**src/rtl/com8_pkg.sv**
```systemverilog
// Shared types, ASCII constants and helpers for the com8 transmit scheduler.
package com8_pkg;

  localparam int unsigned NCH    = 8;
  localparam int unsigned CH_W   = 3;
  localparam int unsigned BYTE_W = 8;

  localparam logic [BYTE_W-1:0] TAG_D   = 8'h44;
  localparam logic [BYTE_W-1:0] TERM_LF = 8'h0A;
  localparam logic [BYTE_W-1:0] ASCII_0 = 8'h30;
  localparam logic [BYTE_W-1:0] ASCII_A = 8'h41;

  typedef enum logic [2:0] {
    ST_IDLE,
    ST_TAG,
    ST_ADDR,
    ST_HI,
    ST_LO,
    ST_TRM
  } state_t;

  // Uppercase ASCII hex digit for one nibble.
  function automatic logic [BYTE_W-1:0] hex_nibble(input logic [3:0] nib);
    logic [BYTE_W-1:0] r;
    if (nib < 4'd10) r = ASCII_0 + BYTE_W'(nib);
    else             r = ASCII_A + BYTE_W'(nib - 4'd10);
    return r;
  endfunction

endpackage

```
**src/rtl/com8_tx_sched_if.sv**
```systemverilog
// Byte handshake between the scheduler and the UART TX byte engine.
interface com8_tx_sched_if;
  import com8_pkg::*;

  logic [BYTE_W-1:0] tx_data;
  logic              tx_valid;
  logic              tx_ready;

  modport master (output tx_data, output tx_valid, input tx_ready);
  modport slave  (input tx_data, input tx_valid, output tx_ready);
endinterface

```
**src/rtl/com8_rr_arb.sv**
```systemverilog
// Combinational 8-way round-robin arbiter; search starts just after the last winner.
module com8_rr_arb
  import com8_pkg::*;
(
  input  logic [NCH-1:0]  req,
  input  logic [CH_W-1:0] last,
  output logic            gnt_valid,
  output logic [CH_W-1:0] gnt_idx
);

  logic [CH_W-1:0] idx;

  always_comb begin
    gnt_valid = 1'b0;
    gnt_idx   = last;
    idx       = last;
    for (int i = 1; i <= NCH; i++) begin
      idx = last + CH_W'(i);
      if (!gnt_valid && req[idx]) begin
        gnt_valid = 1'b1;
        gnt_idx   = idx;
      end
    end
  end

endmodule

```
**src/rtl/com8_tx_sched.sv**
```systemverilog
// Change/read-triggered channel reporter: arbitrates pending channels and
// serialises each as a 5-byte ASCII frame onto the UART TX byte handshake.
module com8_tx_sched
  import com8_pkg::*;
#(
  parameter logic [BYTE_W-1:0] TAG       = TAG_D,
  parameter logic [BYTE_W-1:0] TERM      = TERM_LF,
  parameter logic [NCH-1:0]    CHANGE_EN = 8'hFF
) (
  input  logic                    clk,
  input  logic                    rst_n,
  input  logic [NCH*BYTE_W-1:0]   ch_data,
  input  logic                    rd_stb,
  input  logic [CH_W-1:0]         rd_addr,
  com8_tx_sched_if.master         tx,
  output logic                    busy
);

  state_t            state, state_nxt;
  logic [CH_W-1:0]   ch_q, ch_nxt;
  logic [BYTE_W-1:0] val_q, val_nxt;
  logic [CH_W-1:0]   last, last_nxt;
  logic [NCH-1:0]    pending, pend_nxt, pend_set, pend_clr;
  logic [BYTE_W-1:0] shadow     [NCH];
  logic [BYTE_W-1:0] shadow_nxt [NCH];
  logic [BYTE_W-1:0] ch_byte    [NCH];
  logic [BYTE_W-1:0] data_nxt;
  logic              valid_nxt, busy_nxt;
  logic              accept;
  logic              gnt_valid;
  logic [CH_W-1:0]   gnt_idx;

  assign accept = tx.tx_valid && tx.tx_ready;

  com8_rr_arb u_arb (
    .req       (pending),
    .last      (last),
    .gnt_valid (gnt_valid),
    .gnt_idx   (gnt_idx)
  );

  always_ff @(posedge clk or negedge rst_n) begin
    if (!rst_n) begin
      state       <= ST_IDLE;
      ch_q        <= '0;
      val_q       <= '0;
      last        <= CH_W'(NCH - 1);
      pending     <= '0;
      shadow      <= '{default: '0};
      tx.tx_data  <= '0;
      tx.tx_valid <= 1'b0;
      busy        <= 1'b0;
    end else begin
      state       <= state_nxt;
      ch_q        <= ch_nxt;
      val_q       <= val_nxt;
      last        <= last_nxt;
      pending     <= pend_nxt;
      shadow      <= shadow_nxt;
      tx.tx_data  <= data_nxt;
      tx.tx_valid <= valid_nxt;
      busy        <= busy_nxt;
    end
  end

  always_comb begin
    state_nxt  = state;
    ch_nxt     = ch_q;
    val_nxt    = val_q;
    last_nxt   = last;
    shadow_nxt = shadow;
    data_nxt   = tx.tx_data;
    valid_nxt  = tx.tx_valid;
    busy_nxt   = busy;
    pend_clr   = '0;
    pend_set   = '0;
    for (int n = 0; n < NCH; n++) ch_byte[n] = ch_data[n*BYTE_W +: BYTE_W];

    unique case (state)
      ST_IDLE: if (gnt_valid) begin
        ch_nxt              = gnt_idx;
        val_nxt             = ch_byte[gnt_idx];
        shadow_nxt[gnt_idx] = ch_byte[gnt_idx];
        pend_clr[gnt_idx]   = 1'b1;
        last_nxt            = gnt_idx;
        busy_nxt            = 1'b1;
        valid_nxt           = 1'b1;
        data_nxt            = TAG;
        state_nxt           = ST_TAG;
      end
      ST_TAG: if (accept) begin
        data_nxt  = ASCII_0 + BYTE_W'(ch_q);
        state_nxt = ST_ADDR;
      end
      ST_ADDR: if (accept) begin
        data_nxt  = hex_nibble(val_q[7:4]);
        state_nxt = ST_HI;
      end
      ST_HI: if (accept) begin
        data_nxt  = hex_nibble(val_q[3:0]);
        state_nxt = ST_LO;
      end
      ST_LO: if (accept) begin
        data_nxt  = TERM;
        state_nxt = ST_TRM;
      end
      ST_TRM: if (accept) begin
        data_nxt  = '0;
        valid_nxt = 1'b0;
        busy_nxt  = 1'b0;
        state_nxt = ST_IDLE;
      end
      default: state_nxt = ST_IDLE;
    endcase

    // Compare against the post-latch shadow so the value being framed is not re-flagged.
    for (int n = 0; n < NCH; n++) begin
      pend_set[n] = (CHANGE_EN[n] && (ch_byte[n] != shadow_nxt[n])) ||
                    (rd_stb && (rd_addr == CH_W'(n)));
    end
    pend_nxt = (pending & ~pend_clr) | pend_set;
  end

endmodule

```
**src/flat_wrapper.sv**
```systemverilog
// flat-port wrapper written by rule: the top's interface ports become plain ports
module com8_tx_sched_flat import com8_pkg::*;
#(
  parameter logic [BYTE_W-1:0] TAG       = TAG_D,
  parameter logic [BYTE_W-1:0] TERM      = TERM_LF,
  parameter logic [NCH-1:0]    CHANGE_EN = 8'hFF
)
  (clk, rst_n, ch_data, rd_stb, rd_addr, busy, tx_tx_data, tx_tx_valid, tx_tx_ready);
  com8_tx_sched_if tx_i ();
  input  logic clk;
  input  logic rst_n;
  input  logic [NCH*BYTE_W-1:0] ch_data;
  input  logic rd_stb;
  input  logic [CH_W-1:0] rd_addr;
  output logic busy;
  output wire logic [$bits(tx_i.tx_data)-1:0] tx_tx_data;
  output wire logic [$bits(tx_i.tx_valid)-1:0] tx_tx_valid;
  input wire logic [$bits(tx_i.tx_ready)-1:0] tx_tx_ready;
  assign tx_tx_data = tx_i.tx_data;
  assign tx_tx_valid = tx_i.tx_valid;
  assign tx_i.tx_ready = tx_tx_ready;
  com8_tx_sched #(.TAG(TAG), .TERM(TERM), .CHANGE_EN(CHANGE_EN)) u_core (.clk(clk), .rst_n(rst_n), .ch_data(ch_data), .rd_stb(rd_stb), .rd_addr(rd_addr), .tx(tx_i), .busy(busy));
endmodule
```
**config.mk**
```make
export PLATFORM = sky130hd
export DESIGN_NAME = com8_tx_sched_flat
export DESIGN_NICKNAME = d
export VERILOG_FILES = /design/src/rtl/com8_pkg.sv /design/src/rtl/com8_tx_sched_if.sv /design/src/rtl/com8_rr_arb.sv /design/src/rtl/com8_tx_sched.sv /design/src/flat_wrapper.sv
export SDC_FILE = /design/constraint.sdc
export NUM_CORES = 1
export LEC_CHECK = 0
export BUFFER_PORTS_ARGS = -buffer_cell sky130_fd_sc_hd__buf_2
export CORE_MARGIN = 2
export CORE_UTILIZATION = 60
export DETAILED_ROUTE_END_ITERATION = 8
export PLACE_DENSITY = 0.84
export RECOVER_POWER = 25
export SLEW_MARGIN = 15
export SYNTH_ARGS = -nofsm -noshare
export SYNTH_HDL_FRONTEND = slang
export SYNTH_SLANG_ARGS = --single-unit
export TNS_END_PERCENT = 1
```
**constraint.sdc**
```tcl
create_clock -name clk -period 9.92 [get_ports clk]
set_input_delay 0.496 -clock clk [delete_from_list [all_inputs] [get_ports clk]]
set_output_delay 0.496 -clock clk [all_outputs]
set_load 0.01 [all_outputs]
```
# Word level (Yosys, flattened, before mapping)
# Cells that the tools add are included.
# word_totals
reg_bits,98
word_cells,177
# classes
add_sub_neg,14
order_cmp,14
eq_ne,26
n_mux,63
bitwise_logic,4
n_reduce_logical,41
# ops
op,count
two-way mux 64 bit,2
two-way mux 8 bit,13
bitwise mux 64 bit,1
!= test 8 bit,8
case mux 8 bit (6 select lines),1
two-way mux 3 bit,14
less-than comparator 3 x 4 -> 1 bit (second input constant),9
binary-select mux 1 bit (select 3 bit),8
binary-select mux 8 bit (select 3 bit),1
demux 8 bit (select 3 bit),1
two-way mux 1 bit,19
equality test 3 bit (second input constant),6
logical AND 1 bit,18
case mux 3 bit (6 select lines),1
adder 7 x 8 -> 8 bit (first input constant),2
adder 6 x 4 -> 7 bit (first input constant),2
adder 3 bit (second input constant),4
equality test 3 x 2 -> 1 bit (second input constant),4
!= test 2 x 1 -> 1 bit (second input constant),6
subtractor 4 x 4 -> 5 bit (second input constant),2
AND 8 bit,1
logical OR 1 bit,8
less-than comparator 4 bit (second input constant),2
inverter 8 bit,1
other kinds (19),28

# Depth between registers and ports, before layout
# logic_depth
depth_word,36
depth_mapped,16

# Modules after synthesis
# From an unflattened synthesis, not the netlist that was laid out.
# unflattened
hier_cells,605
area_unflattened_um2,6448.7
# by_module_without_submodules
module,instances,cells_each,area_per_inst_um2
com8_tx_sched,1,503,5482.8
com8_rr_arb,1,102,965.9

# Worst setup path before layout
# No wires, ideal clock.
# synth_timing
kind,flip-flop to flip-flop
from,reg u_core.last[1]
to,reg u_core.val_q[1]
t_arrival_ns,3.800
required_time_ns,9.785
setup_slack_ns,5.985
stages_incl_launch_ff,16
path_buffers,4
period_less_slack_ns,3.935
path_cell_list,dfstp_2 -> buf_2 -> inv_1 -> ha_1 -> clkbuf_1 -> mux4_2 -> mux2_2 -> o31ai_1 -> o21ai_1 -> a21oi_1 -> o21a_1 -> buf_6 -> buf_6 -> mux2_2 -> o211ai_1 -> o221ai_2
# synth_via
elab_chain_cells,29
elab_cells_between_ends,58
# synth_lines
item,line,source
"start, declared",com8_tx_sched.sv:22,"logic [CH_W-1:0] last, last_nxt;"
"start signal, assigned",com8_tx_sched.sv:47,last <= CH_W'(NCH - 1);
"start signal, assigned",com8_tx_sched.sv:57,last <= last_nxt;
adder 3 x 1 -> 3 bit,com8_rr_arb.sv:18,idx = last + CH_W'(i);
binary-select mux 1 bit (select 3 bit),com8_rr_arb.sv:19,if (!gnt_valid && req[idx]) begin
two-way mux 1 bit (not written as such),com8_rr_arb.sv:19,
two-way mux 1 bit,com8_rr_arb.sv:19,
logical NOT 1 bit,com8_rr_arb.sv:19,
logical AND 1 bit,com8_rr_arb.sv:19,
two-way mux 1 bit,com8_rr_arb.sv:19,
logical NOT 1 bit,com8_rr_arb.sv:19,
[... 12 more ...],-,
logical AND 1 bit,com8_rr_arb.sv:19,
two-way mux 1 bit,com8_rr_arb.sv:19,
logical NOT 1 bit,com8_rr_arb.sv:19,
logical AND 1 bit,com8_rr_arb.sv:19,
two-way mux 3 bit,com8_rr_arb.sv:19,
inverter 3 -> 4 bit (not written as such),com8_tx_sched.sv:82,val_nxt = ch_byte[gnt_idx];
binary-select mux 8 bit (select 3 bit),com8_tx_sched.sv:82,
two-way mux 8 bit (not written as such) (2 in a row),com8_tx_sched.sv:82,
"end signal, assigned",com8_tx_sched.sv:56,val_q <= val_nxt;
"end, declared",com8_tx_sched.sv:21,"logic [BYTE_W-1:0] val_q, val_nxt;"
# Several ways; a longest one is shown, not always the timed one. The select of a mux whose other input is x is not followed.
# A chain may end at the register's enable or synchronous reset.

# Worst setup path in the final report
# layout_timing
from,reg u_core.last[1]
to,reg u_core.val_q[7]
# The elaborated chain is that of the path after synthesis.

==> reports/metrics.csv <==
metric,value,unit
power-per-cell-area,369,nW/um^2
wl_met2,8480,um
power_leakage,0.00302,uW
hp-class,in2reg,
cts-htree-levels,3,
final_layout_size_suffix_gt1_share,23.4,%
drt-initial-drc-count,481,
route.detailed.wl_per_inst,19.9,um
fp.dieW,109,um
initial_utilization,61.1,%
cell_types_occupying_the_most_area_after_synthesis,"sky130_fd_sc_hd__dfrtp_1 (36%), sky130_fd_sc_hd__mux2_2 (7.2%), sky130_fd_sc_hd__xnor2_1 (5.6%), sky130_fd_sc_hd__mux2i_1 (4.3%), sky130_fd_sc_hd__xor2_1 (4.0%)",
grt_first_pass_wirelength,27700,um
met1Wirelength,6840,um
worst_ep_required_time,10.17,ns
hold_slack,0.370,ns
max_freq,202,MHz
cts_made_buffers,9,
clock-sinks,97,
tightestPinTransition,2.85,ns
rows,38,
critical_path.reg2reg.startpoint,u_core.last[1],
dr_total_vias,5511,
violations,"max-capacitance violations, max-slew violations",
post_synthesis_async_set_or_reset_flop_share,100,%
report.final.hold_viol_count,0,
hold_path.startpoint,ch_data[60],
die-area,11800,sq um
syn_to_layout_area_delta,9.23,%
critical_path_peak_fanout,33,
synthDistinctLibCells,67,
rsz0062_at_grt,no,
met3RoutedLength,1240,um
peakVddDrop,0.183,mV
timing.critical_path.from,u_core.last[1],
final_net_count,800,
tritoncts,done,
route.detailed.drc,0,
run_status,"complete, but fails checks",
fp.coreArea,10700,sq um
synth_fp_nets,737,
topRoutingLayerUsed,met4,
pin_count,81,
dp_hpwl,12800,um
synth.cell_area,6560,sq um
postSynthCellCount,655,
cts_post_setup_buffers_inserted,0,
gr-total-overflow,0,
worst-setup-path-type,reg2reg,
initial_antenna_violation_count,0,
clock_tree.buffer_depth,2,
largest_net_degree_at_the_start_of_global_routing,53,
drv_cap,2,
detail-route-antenna-nets,0,
timing.max_slew.rel_slack,-89.8,%
synth.yosys.warnings,0,
place_congestion,0.924,
final.setup.tns,0,ns
via_per_inst,6.39,
final_util,66.7,%
setup_viol_count_final,0,
synth.avg_cell_area,10.0,sq um
ctsHoldBuffers,0,
timing.final.crit_period,4.96,ns
synth_edf_count,0,
io_buffer_count,79,
fin_crit_sh,50.0,%
grt.total_usage,30.6,%
ys.flop_type,sky130_fd_sc_hd__dfrtp_1,
yosys_register_bits,97,
chip_height,109,um
post_cts_resize_count,0,
yosys.area.top_type_share,35.9,%
master_cell_of_the_clock_root_buffer,sky130_fd_sc_hd__clkbuf_8,
detailedRoute.firstPassIterationCount,6,
critical_path.startpoint_type,flip-flop,
report.final.slew_viol_count,100,
clk_latency_worst_skew_pair,0.38,ns
worst_clock_skew,0.0116,ns
diodes,0,
routed_wl,17100,um
synth_area_leader_cell,sky130_fd_sc_hd__dfrtp_1,
first_global_vias,5434,
worst_setup_hold_path_clk_slew,0.10,ns
synth_sequential_area_ratio,37.1,%
end_kind,flip-flop,
crit_arrival,5.21,ns
==> layer usage <==
metal / global-route usage [%] / vias to the layer above
li1: - / 2506
met1: 39.9 / 2686
met2: 50.7 / 260
met3: 5.18 / 59
met4: 12.6 / 0
met5: 0 / -
==> sequential cells by signal, indices dropped and copies added, names as in the netlist <==
register and cells:
u_core.state 3, u_core.busy 1, u_core.last 3, u_core.tx.tx_data 7, u_core.shadow 64, u_core.val_q 8, u_core.ch_q 3, u_core.pending 8
==> cell usage after synthesis (3+ instances only) <==
cell / instances
sky130_fd_sc_hd__a211oi_1: 4
sky130_fd_sc_hd__a21boi_0: 5
sky130_fd_sc_hd__a21o_1: 5
sky130_fd_sc_hd__a21oi_1: 29
sky130_fd_sc_hd__a31oi_1: 5
sky130_fd_sc_hd__buf_2: 9
sky130_fd_sc_hd__buf_4: 4
sky130_fd_sc_hd__buf_6: 3
sky130_fd_sc_hd__clkbuf_1: 13
sky130_fd_sc_hd__dfrtp_1: 94
sky130_fd_sc_hd__dfstp_2: 3
sky130_fd_sc_hd__ha_1: 11
sky130_fd_sc_hd__inv_1: 29
sky130_fd_sc_hd__mux2_1: 12
sky130_fd_sc_hd__mux2_2: 42
sky130_fd_sc_hd__mux2i_1: 28
sky130_fd_sc_hd__mux4_2: 10
sky130_fd_sc_hd__nand2_1: 64
sky130_fd_sc_hd__nand2b_1: 6
sky130_fd_sc_hd__nand3_1: 10
sky130_fd_sc_hd__nand3b_1: 3
sky130_fd_sc_hd__nand4_1: 10
sky130_fd_sc_hd__nor2_1: 34
sky130_fd_sc_hd__nor3_1: 4
sky130_fd_sc_hd__nor4_1: 7
sky130_fd_sc_hd__o211ai_1: 32
sky130_fd_sc_hd__o211ai_2: 4
sky130_fd_sc_hd__o21ai_0: 25
sky130_fd_sc_hd__o21ai_1: 21
sky130_fd_sc_hd__o221ai_2: 3
sky130_fd_sc_hd__o22ai_1: 3
sky130_fd_sc_hd__o2bb2ai_1: 3
sky130_fd_sc_hd__o31ai_1: 6
sky130_fd_sc_hd__xnor2_1: 42
sky130_fd_sc_hd__xor2_1: 30
==> worst paths after layout <==
kind                       depth (start not counted)               end  slack [ns]
min                                                2  u_core.shadow[4]        0.37
min in group asynchronous                          1       u_core.busy        0.84
min reg2reg                                        2    u_core.ch_q[0]        0.49
max in group asynchronous                          2   u_core.val_q[3]        5.40
max reg2reg                                       12   u_core.val_q[7]        4.96
max                                               12   u_core.val_q[7]        4.96
==> cells by family after synthesis <==
| group | Yosys count | share of synthesized area (%) |
|---|---|---|
| multiplexers | 94 | 17.7 |
| AO/OA/AOI/OAI | 163 | 16.6 |
| AND/OR/NAND/NOR | 156 | 12.1 |
| flip-flops | 97 | 37.1 |
| buffers and inverters | 59 | 4.37 |
| other | 1 | 0.0572 |
| adder cells (fa/ha/maj) | 11 | 2.10 |
| XOR/XNOR | 74 | 10.1 |
==> per-stage QoR <==
step / total power [uW] / instance area (sq um) / worst slack (ns) / cells
final: 2650 / 7170 / 4.96 / 863
after global routing: 2820 / 7170 / 4.46 / 863
after CTS: 2620 / 7180 / 5.02 / 863
after detailed placement: 2350 / 6980 / 5.03 / 847
after global placement: 2270 / 6980 / 5.32 / 847
after floorplan: 2040 / 6560 / 5.99 / 655
==> cell usage in the layout (no fill, tap or decap), types with 5 or more instances in the layout <==
cell,instances
sky130_fd_sc_hd__o211ai_1,32
sky130_fd_sc_hd__a31oi_1,5
sky130_fd_sc_hd__nand2_1,64
sky130_fd_sc_hd__xnor2_1,42
sky130_fd_sc_hd__a21o_1,5
sky130_fd_sc_hd__mux4_2,10
sky130_fd_sc_hd__clkbuf_1,6
sky130_fd_sc_hd__dfrtp_1,94
sky130_fd_sc_hd__ha_1,11
sky130_fd_sc_hd__a21oi_1,29
sky130_fd_sc_hd__mux2_1,12
sky130_fd_sc_hd__nand2b_1,6
sky130_fd_sc_hd__xor2_1,30
sky130_fd_sc_hd__nand3_1,10
sky130_fd_sc_hd__o21ai_1,21
sky130_fd_sc_hd__buf_2,76
sky130_fd_sc_hd__inv_1,29
sky130_fd_sc_hd__nand4_1,10
sky130_fd_sc_hd__nor2_1,34
sky130_fd_sc_hd__o31ai_1,6
sky130_fd_sc_hd__mux2i_1,28
sky130_fd_sc_hd__mux2_2,42
sky130_fd_sc_hd__nor4_1,7
sky130_fd_sc_hd__o21ai_0,25
sky130_fd_sc_hd__clkbuf_8,10
sky130_fd_sc_hd__a21boi_0,5
==> where the power goes <==
| part | internal [uW] | switching, uW | total (uW) |
|---|---|---|---|
| Clock | 124 | 144 | 267 |
| Combinational | 679 | 920 | 1600 |
| Sequential | 592 | 188 | 780 |
| Total | 1390 | 1250 | 2650 |
==> critical path, cell delays in order (launching register included) <==
cell                        delay (ns)
sky130_fd_sc_hd__dfstp_2          0.75
sky130_fd_sc_hd__inv_1            0.19
sky130_fd_sc_hd__ha_1             0.49
sky130_fd_sc_hd__mux4_2           0.44
sky130_fd_sc_hd__mux2_2           0.29
sky130_fd_sc_hd__o31ai_1          0.21
sky130_fd_sc_hd__o21ai_1          0.16
sky130_fd_sc_hd__a21oi_1          0.80
sky130_fd_sc_hd__o21a_1           0.32
sky130_fd_sc_hd__buf_4            0.44
sky130_fd_sc_hd__mux2_1           0.39
sky130_fd_sc_hd__o2111ai_1        0.22
sky130_fd_sc_hd__o211ai_2         0.11
==> layout make-up <==
| class | instances | area, sq um |
|---|---|---|
| Clock buffer | 12 | 145 |
| Tap cell | 140 | 175 |
| Clock inverter | 4 | 52.6 |
| Sequential cell | 97 | 2430 |
| Multi-Input combinational cell | 499 | 3840 |
| Fill cell | 846 | 3580 |
| Timing Repair Buffer | 82 | 410 |
| Inverter | 29 | 109 |
Power figures use the tool's default switching activity.
